--- src/rtl/obstacle_scheduler_if.sv ---
// Shared VGA plot port between the obstacle scheduler and the top-level arbiter.
//
// Handshake: the scheduler raises sched_req and keeps it high for its whole pass.
// The arbiter raises sched_gnt when the port is free and must keep it high until
// sched_req falls. The scheduler samples sched_gnt only while waiting for it.
// plot is a one-cycle strobe. plot_x, plot_y and plot_colour are valid only while
// plot is high. There is no back-pressure on plot strobes.
interface obstacle_scheduler_if;
   logic       sched_req;
   logic       sched_gnt;
   logic       plot;
   logic [7:0] plot_x;
   logic [6:0] plot_y;
   logic [2:0] plot_colour;

   modport master (
      output sched_req, plot, plot_x, plot_y, plot_colour,
      input  sched_gnt
   );

   modport slave (
      input  sched_req, plot, plot_x, plot_y, plot_colour,
      output sched_gnt
   );
endinterface

--- src/rtl/obstacle_scheduler.sv ---
// Obstacle scheduler: paces obstacle moves from the frame tick and walks every
// obstacle segment to emit erase / move / redraw plot commands on the shared
// VGA port.
module obstacle_scheduler #(
   parameter int         N_OBS      = 2,
   parameter int         MOVE_DIV   = 4,
   parameter logic [2:0] OBS_COLOUR = 3'b100,
   parameter logic [2:0] BG_COLOUR  = 3'b000
) (
   input  logic                 clock,
   input  logic                 resetn,
   input  logic                 frame_tick,
   input  logic                 enable,
   input  logic                 endgame,
   input  logic [8*N_OBS-1:0]   obs_x,
   input  logic [7*N_OBS-1:0]   obs_y,
   output logic [N_OBS-1:0]     move,
   output logic [3:0]           v,
   output logic [1:0]           obs_sel,
   output logic                 busy,
   output logic                 overrun,
   output logic [2:0]           state_dbg,
   obstacle_scheduler_if.master vga
);

   typedef enum logic [2:0] {
      S_IDLE     = 3'd0,
      S_WAIT_GNT = 3'd1,
      S_ERASE    = 3'd2,
      S_MOVE     = 3'd3,
      S_DRAW     = 3'd4,
      S_DONE     = 3'd5
   } state_t;

   localparam int         DIV_W    = (MOVE_DIV > 1) ? $clog2(MOVE_DIV) : 1;
   localparam logic [DIV_W-1:0] DIV_LAST = DIV_W'(MOVE_DIV - 1);
   localparam logic [1:0] LAST_SEL = 2'(N_OBS - 1);

   state_t             state_q, state_d;
   logic [DIV_W-1:0]   div_q, div_d;
   logic               init_pending_q, init_pending_d;
   logic               draw_only_q, draw_only_d;
   logic [1:0]         obs_sel_q, obs_sel_d;
   logic [3:0]         v_q, v_d;
   logic               plot_q, plot_d;
   logic [7:0]         plot_x_q, plot_x_d;
   logic [6:0]         plot_y_q, plot_y_d;
   logic [2:0]         plot_colour_q, plot_colour_d;
   logic [N_OBS-1:0]   move_q, move_d;
   logic               sched_req_q, sched_req_d;
   logic               overrun_q, overrun_d;

   logic [7:0]         sel_x;
   logic [6:0]         sel_y;
   logic               last_idx;

   // Pick the column and row of the segment currently presented to the obstacles.
   always_comb begin
      sel_x = '0;
      sel_y = '0;
      for (int k = 0; k < N_OBS; k++) begin
         if (obs_sel_q == 2'(k)) begin
            sel_x = obs_x[8*k +: 8];
            sel_y = obs_y[7*k +: 7];
         end
      end
   end

   assign last_idx = (obs_sel_q == LAST_SEL) && (v_q == 4'd9);

   // Next-state logic for the pass sequencer, divider and registered outputs.
   always_comb begin
      state_d        = state_q;
      div_d          = div_q;
      init_pending_d = init_pending_q;
      draw_only_d    = draw_only_q;
      obs_sel_d      = obs_sel_q;
      v_d            = v_q;
      plot_d         = 1'b0;
      plot_x_d       = plot_x_q;
      plot_y_d       = plot_y_q;
      plot_colour_d  = plot_colour_q;
      overrun_d      = overrun_q;

      // A tick that lands mid-pass (DONE included) is lost; remember that it happened.
      if (frame_tick && (state_q != S_IDLE)) overrun_d = 1'b1;

      case (state_q)
         S_IDLE: begin
            if (init_pending_q) begin
               // First display after reset: draw obstacles where they are, no move.
               if (enable) begin
                  state_d        = S_WAIT_GNT;
                  draw_only_d    = 1'b1;
                  init_pending_d = 1'b0;
               end
            end else if (frame_tick && enable && !endgame) begin
               if (div_q == DIV_LAST) begin
                  div_d       = '0;
                  state_d     = S_WAIT_GNT;
                  draw_only_d = 1'b0;
               end else begin
                  div_d = div_q + DIV_W'(1);
               end
            end
         end
         S_WAIT_GNT: begin
            if (vga.sched_gnt) begin
               state_d   = draw_only_q ? S_DRAW : S_ERASE;
               obs_sel_d = '0;
               v_d       = '0;
            end
         end
         S_ERASE, S_DRAW: begin
            // Plot the segment presented this cycle; it appears one cycle later.
            plot_d        = 1'b1;
            plot_x_d      = sel_x;
            plot_y_d      = sel_y;
            plot_colour_d = (state_q == S_ERASE) ? BG_COLOUR : OBS_COLOUR;
            if (last_idx) begin
               state_d = (state_q == S_ERASE) ? S_MOVE : S_DONE;
            end else if (v_q == 4'd9) begin
               v_d       = '0;
               obs_sel_d = obs_sel_q + 2'd1;
            end else begin
               v_d = v_q + 4'd1;
            end
         end
         S_MOVE: begin
            // Obstacles step on the edge leaving MOVE, so the redraw sees new rows.
            state_d   = S_DRAW;
            obs_sel_d = '0;
            v_d       = '0;
         end
         S_DONE:  state_d = S_IDLE;
         default: state_d = S_IDLE;
      endcase

      move_d      = (state_d == S_MOVE) ? '1 : '0;
      sched_req_d = (state_d != S_IDLE);
   end

   // State and output registers with synchronous active-low reset.
   always_ff @(posedge clock) begin
      if (!resetn) begin
         state_q        <= S_IDLE;
         div_q          <= '0;
         init_pending_q <= 1'b1;
         draw_only_q    <= 1'b0;
         obs_sel_q      <= '0;
         v_q            <= '0;
         plot_q         <= 1'b0;
         plot_x_q       <= '0;
         plot_y_q       <= '0;
         plot_colour_q  <= '0;
         move_q         <= '0;
         sched_req_q    <= 1'b0;
         overrun_q      <= 1'b0;
      end else begin
         state_q        <= state_d;
         div_q          <= div_d;
         init_pending_q <= init_pending_d;
         draw_only_q    <= draw_only_d;
         obs_sel_q      <= obs_sel_d;
         v_q            <= v_d;
         plot_q         <= plot_d;
         plot_x_q       <= plot_x_d;
         plot_y_q       <= plot_y_d;
         plot_colour_q  <= plot_colour_d;
         move_q         <= move_d;
         sched_req_q    <= sched_req_d;
         overrun_q      <= overrun_d;
      end
   end

   assign move            = move_q;
   assign v               = v_q;
   assign obs_sel         = obs_sel_q;
   assign busy            = sched_req_q;
   assign overrun         = overrun_q;
   assign state_dbg       = state_q;
   assign vga.sched_req   = sched_req_q;
   assign vga.plot        = plot_q;
   assign vga.plot_x      = plot_x_q;
   assign vga.plot_y      = plot_y_q;
   assign vga.plot_colour = plot_colour_q;

endmodule

--- src/flat_wrapper.sv ---
// flat-port wrapper written by rule: the top's interface ports become plain ports
module obstacle_scheduler_flat 
#(
   parameter int         N_OBS      = 2,
   parameter int         MOVE_DIV   = 4,
   parameter logic [2:0] OBS_COLOUR = 3'b100,
   parameter logic [2:0] BG_COLOUR  = 3'b000
)
  (clock, resetn, frame_tick, enable, endgame, obs_x, obs_y, move, v, obs_sel, busy, overrun, state_dbg, vga_sched_req, vga_plot, vga_plot_x, vga_plot_y, vga_plot_colour, vga_sched_gnt);
  obstacle_scheduler_if vga_i ();
  input  logic clock;
  input  logic resetn;
  input  logic frame_tick;
  input  logic enable;
  input  logic endgame;
  input  logic [8*N_OBS-1:0] obs_x;
  input  logic [7*N_OBS-1:0] obs_y;
  output logic [N_OBS-1:0] move;
  output logic [3:0] v;
  output logic [1:0] obs_sel;
  output logic busy;
  output logic overrun;
  output logic [2:0] state_dbg;
  output wire logic [$bits(vga_i.sched_req)-1:0] vga_sched_req;
  output wire logic [$bits(vga_i.plot)-1:0] vga_plot;
  output wire logic [$bits(vga_i.plot_x)-1:0] vga_plot_x;
  output wire logic [$bits(vga_i.plot_y)-1:0] vga_plot_y;
  output wire logic [$bits(vga_i.plot_colour)-1:0] vga_plot_colour;
  input wire logic [$bits(vga_i.sched_gnt)-1:0] vga_sched_gnt;
  assign vga_sched_req = vga_i.sched_req;
  assign vga_plot = vga_i.plot;
  assign vga_plot_x = vga_i.plot_x;
  assign vga_plot_y = vga_i.plot_y;
  assign vga_plot_colour = vga_i.plot_colour;
  assign vga_i.sched_gnt = vga_sched_gnt;
  obstacle_scheduler #(.N_OBS(N_OBS), .MOVE_DIV(MOVE_DIV), .OBS_COLOUR(OBS_COLOUR), .BG_COLOUR(BG_COLOUR)) u_core (.clock(clock), .resetn(resetn), .frame_tick(frame_tick), .enable(enable), .endgame(endgame), .obs_x(obs_x), .obs_y(obs_y), .move(move), .v(v), .obs_sel(obs_sel), .busy(busy), .overrun(overrun), .state_dbg(state_dbg), .vga(vga_i));
endmodule
--- config.mk ---
export PLATFORM = sky130hd
export DESIGN_NAME = obstacle_scheduler_flat
export DESIGN_NICKNAME = d
export VERILOG_FILES = /design/src/rtl/obstacle_scheduler_if.sv /design/src/rtl/obstacle_scheduler.sv /design/src/flat_wrapper.sv
export SDC_FILE = /design/constraint.sdc
export NUM_CORES = 1
export LEC_CHECK = 0
export BUFFER_PORTS_ARGS = -buffer_cell sky130_fd_sc_hd__buf_4
export CORE_UTILIZATION = 47
export CTS_CLUSTER_SIZE = 25
export DETAILED_ROUTE_END_ITERATION = 10
export PLACE_DENSITY = 0.9
export SETUP_SLACK_MARGIN = 0.4
export SYNTH_ARGS = -nofsm -noshare
export SYNTH_HDL_FRONTEND = slang
export SYNTH_SLANG_ARGS = --single-unit
--- constraint.sdc ---
create_clock -name clock -period 1.9 [get_ports clock]
set_input_delay 0.19 -clock clock [delete_from_list [all_inputs] [get_ports clock]]
set_output_delay 0.19 -clock clock [all_outputs]
set_load 0.005 [all_outputs]
==> impl_metrics.ini <==
[sta]
hold_ws_ps = 154
finalCritPeriodShare_pct = 89.9
timing.fmax_ghz = 0.586
finalMaxSlewViolations = 0
setup_tns_ps = 0
timing.final.ws_setup_ps = 192
slew_headroom_pct = 63.6
period_needed_ps = 1710
setup_viol = 0
worst_pin_slew_ps = 540
skew_ps = 10.2
grt_setup_unrepaired = true
hold_violations = 0

[finish]
layout.cells.non_filler = 298
drive_above_1_share_pct = 49.6
nets = 294
syn_to_final_growth_pct = 55.4
num_antenna_cells = 0

[floorplanning]
fp-row-count = 20
initial_core_util_pct = 51.1
die_width_um = 60.8
die-area_sq_mm = 0.00370
io_pins = 69
core_sq_mm = 0.00318
die_y_um = 60.8

[yosys]
ys_seq_area_share_pct = 40.6
synth_top_area_share_pct = 40.6
yosys_warnings = 0
yosysUniqueCellTypes = 40
synth-main-ff-cell = dfxtp_1
avgSynthCellArea_sq_um = 9.23
syn_inst = 176
synth_area_leaders = dfxtp_1 41%, o211a_1 9.2%, a22oi_1 7.4%
ys_seq_elements = 33
async_reset_ff_share_pct = 0
synth-edff-count = 0
yosysTopAreaCell = dfxtp_1
synth.cell_area_sq_mm = 0.00163

[setup_path]
critPathMaxFanout = 4
end_kind = register
r2r_cells = 6
rr_endpoint = u_core.obs_sel[0]$_SDFFE_PN0P_
cp.arrival_ps = 1970
critPathKind = reg -> reg
r2r_setup_slack_ps = 190
r2r-start = u_core.obs_sel[1]$_SDFFE_PN0P_
cp.required_ps = 2160
critPathLaunchType = register

[placed_design]
dp_hpwl_um = 2660
place.port_buffers = 66
gp_congestion = 0.767
dp_cells = 276
place_ws_ps = -6.93

[clocking]
clock_latency_ps = 340
cts_tree = built
cts-htree-levels = 2
clock-root-buffer = clkbuf_4
cts_hold_buf = 0
clockBufferDepth = 2
cts.sinks = 33
path_clk_slew_ps = 110
cts-buffers-inserted = 5

[hold_path]
holdCritStartpoint = enable
whs_path_depth = 3
hold_path_end = u_core.busy$_SDFF_PN0_
hold_class = in -> reg

[pwr]
internal_power_w = 0.00123
p_per_area_mw_per_mm2 = 655
clkPwrFrac_pct = 34.1
seqPwrFrac_pct = 47.1
netSwitchingFraction_pct = 25.3
leakagePower_nw = 1.26
power.share.combinational_pct = 18.9
power.switching_w = 0.000419
p_total_w = 0.00165
vdd_ir_drop_max_v = 0.000682

[grt]
antenna_found_initial = 0
first_global_vias = 1417
grt_pass1_wl_um = 6290
overflow = 0
grt_max_degree = 32
track_usage_pct = 23.2

[run_status]
status = finished, final reports clean

[routing]
drt-pass1-iter-count = 4
wl_met1_um = 1800
drtAntennaViolNets = 0
wl_um = 4460
post_drt_via_cell_ratio = 5.52
wl_met3_um = 294
drt_iter0_markers = 81
route.met2.wl_um = 2290
highest_layer = met4
drcViolationCount = 0
vias = 1645
routedWlPerCell_um = 15.0

[job]
maxCapViolations = 0
state kept, by name (all words and copies together), names as in the netlist:
name,count
u_core.busy,1
u_core.div_q,2
u_core.draw_only_q,1
u_core.init_pending_q,1
u_core.move,1
u_core.obs_sel,2
u_core.overrun,1
u_core.state_dbg,3
u_core.v,4
u_core.vga.plot,1
u_core.vga.plot_colour,1
u_core.vga.plot_x,8
u_core.vga.plot_y,7
synthesized netlist by cell type, types with 2 or more instances:
cell	count
a21oi_1	5
a21boi_0	3
clkbuf_1	6
mux2i_1	4
nand3_1	8
a22oi_1	16
o21ai_0	5
nor2b_1	7
nor2_1	5
nand2_1	18
buf_4	5
o21a_1	3
nand3b_1	2
a21o_1	3
dfxtp_1	33
inv_1	6
nor3_1	2
o211a_1	15
buf_2	5
ha_1	5
worst max-delay path by stage:
stage                                        start                                 to  slack, ps
detailed placement  u_core.obs_sel[0]$_SDFFE_PN0P_  u_core.vga.plot_x[2]$_SDFFE_PN0P_         -7
finish              u_core.obs_sel[1]$_SDFFE_PN0P_     u_core.obs_sel[0]$_SDFFE_PN0P_        190
CTS                 u_core.obs_sel[1]$_SDFFE_PN0P_     u_core.obs_sel[1]$_SDFFE_PN0P_        250
floorplan           u_core.obs_sel[1]$_SDFFE_PN0P_     u_core.obs_sel[1]$_SDFFE_PN0P_        190
global placement    u_core.obs_sel[0]$_SDFFE_PN0P_  u_core.vga.plot_x[2]$_SDFFE_PN0P_         90
global route        u_core.obs_sel[1]$_SDFFE_PN0P_     u_core.obs_sel[0]$_SDFFE_PN0P_        130
what timing repair did:
action                     in CTS  in global routing
gates cloned                    0                  1
pin swaps                       1                  8
setup endpoints to repair      23                 23
setup buffers                   5                  8
resized for setup              12                 25
layer usage:
metal,GRT usage [%],up-vias
met4,10.7,0
met5,0,-
met1,26.6,771
met2,38.8,71
met3,8.32,10
li1,-,793
through the flow:
stage / util (%) / area [sq um]
global placement: 67.8 / 2160
CTS: 72.8 / 2310
detailed placement: 67.8 / 2160
finish: 79.5 / 2530
global route: 79.5 / 2530
floorplan: - / 1660
power by group through the flow:
stage	logic, W	registers [W]	clock network [W]
3_3_place_gp	0.000276	0.000788	0
5_1_grt	0.000338	0.000784	0.000606
6_report	0.000312	0.000778	0.000563
2_1_floorplan	0.000141	0.000787	0
4_1_cts	0.000289	0.000778	0.000565
3_5_place_dp	0.000281	0.000789	0
final cells by class:
cell class / instances / area, sq um
multi-input combinational: 122 / 1010
timing repair buffer: 85 / 679
sequential: 33 / 671
fill: 209 / 652
clock buffer: 7 / 55.1
tap: 44 / 55.1
clock inverter: 1 / 30.0
inverter: 6 / 22.5
cells by family after synthesis:
logic type,count (synthesis),share of synthesized area (%)
AO/OA/AOI/OAI,56,26.9
other,1,0.231
flip-flops,33,40.6
adder cells (fa/ha/maj),5,3.85
AND/OR/NAND/NOR,54,18.7
XOR/XNOR,1,0.539
buffers and inverters,22,6.62
multiplexers,4,2.46
worst max-delay path: stages, from the launching register on:
cell and delay, ps:
dfxtp_2 350, inv_2 50, ha_4 160, and4bb_2 310
o21ai_4 80, or4_4 530, a21boi_2 160
cell usage in the layout (no fill, tap or decap), types with 2 or more instances in the layout:
cell type  instances
o211a_1           15
nor2b_1            5
buf_6              3
a22oi_2            9
nand3b_1           2
a21oi_1            3
mux2i_1            4
nor2_1             4
nor3_1             2
o21a_1             3
nand3_1            8
clkbuf_4           5
a21boi_1           2
inv_1              5
nand2_1           16
ha_1               3
conb_1             2
a22oi_1            7
buf_4             80
ha_4               2
a21oi_2            2
dfxtp_2            5
a21o_1             3
o21ai_0            5
dfxtp_1           27
(Power assumes the default switching activity.)
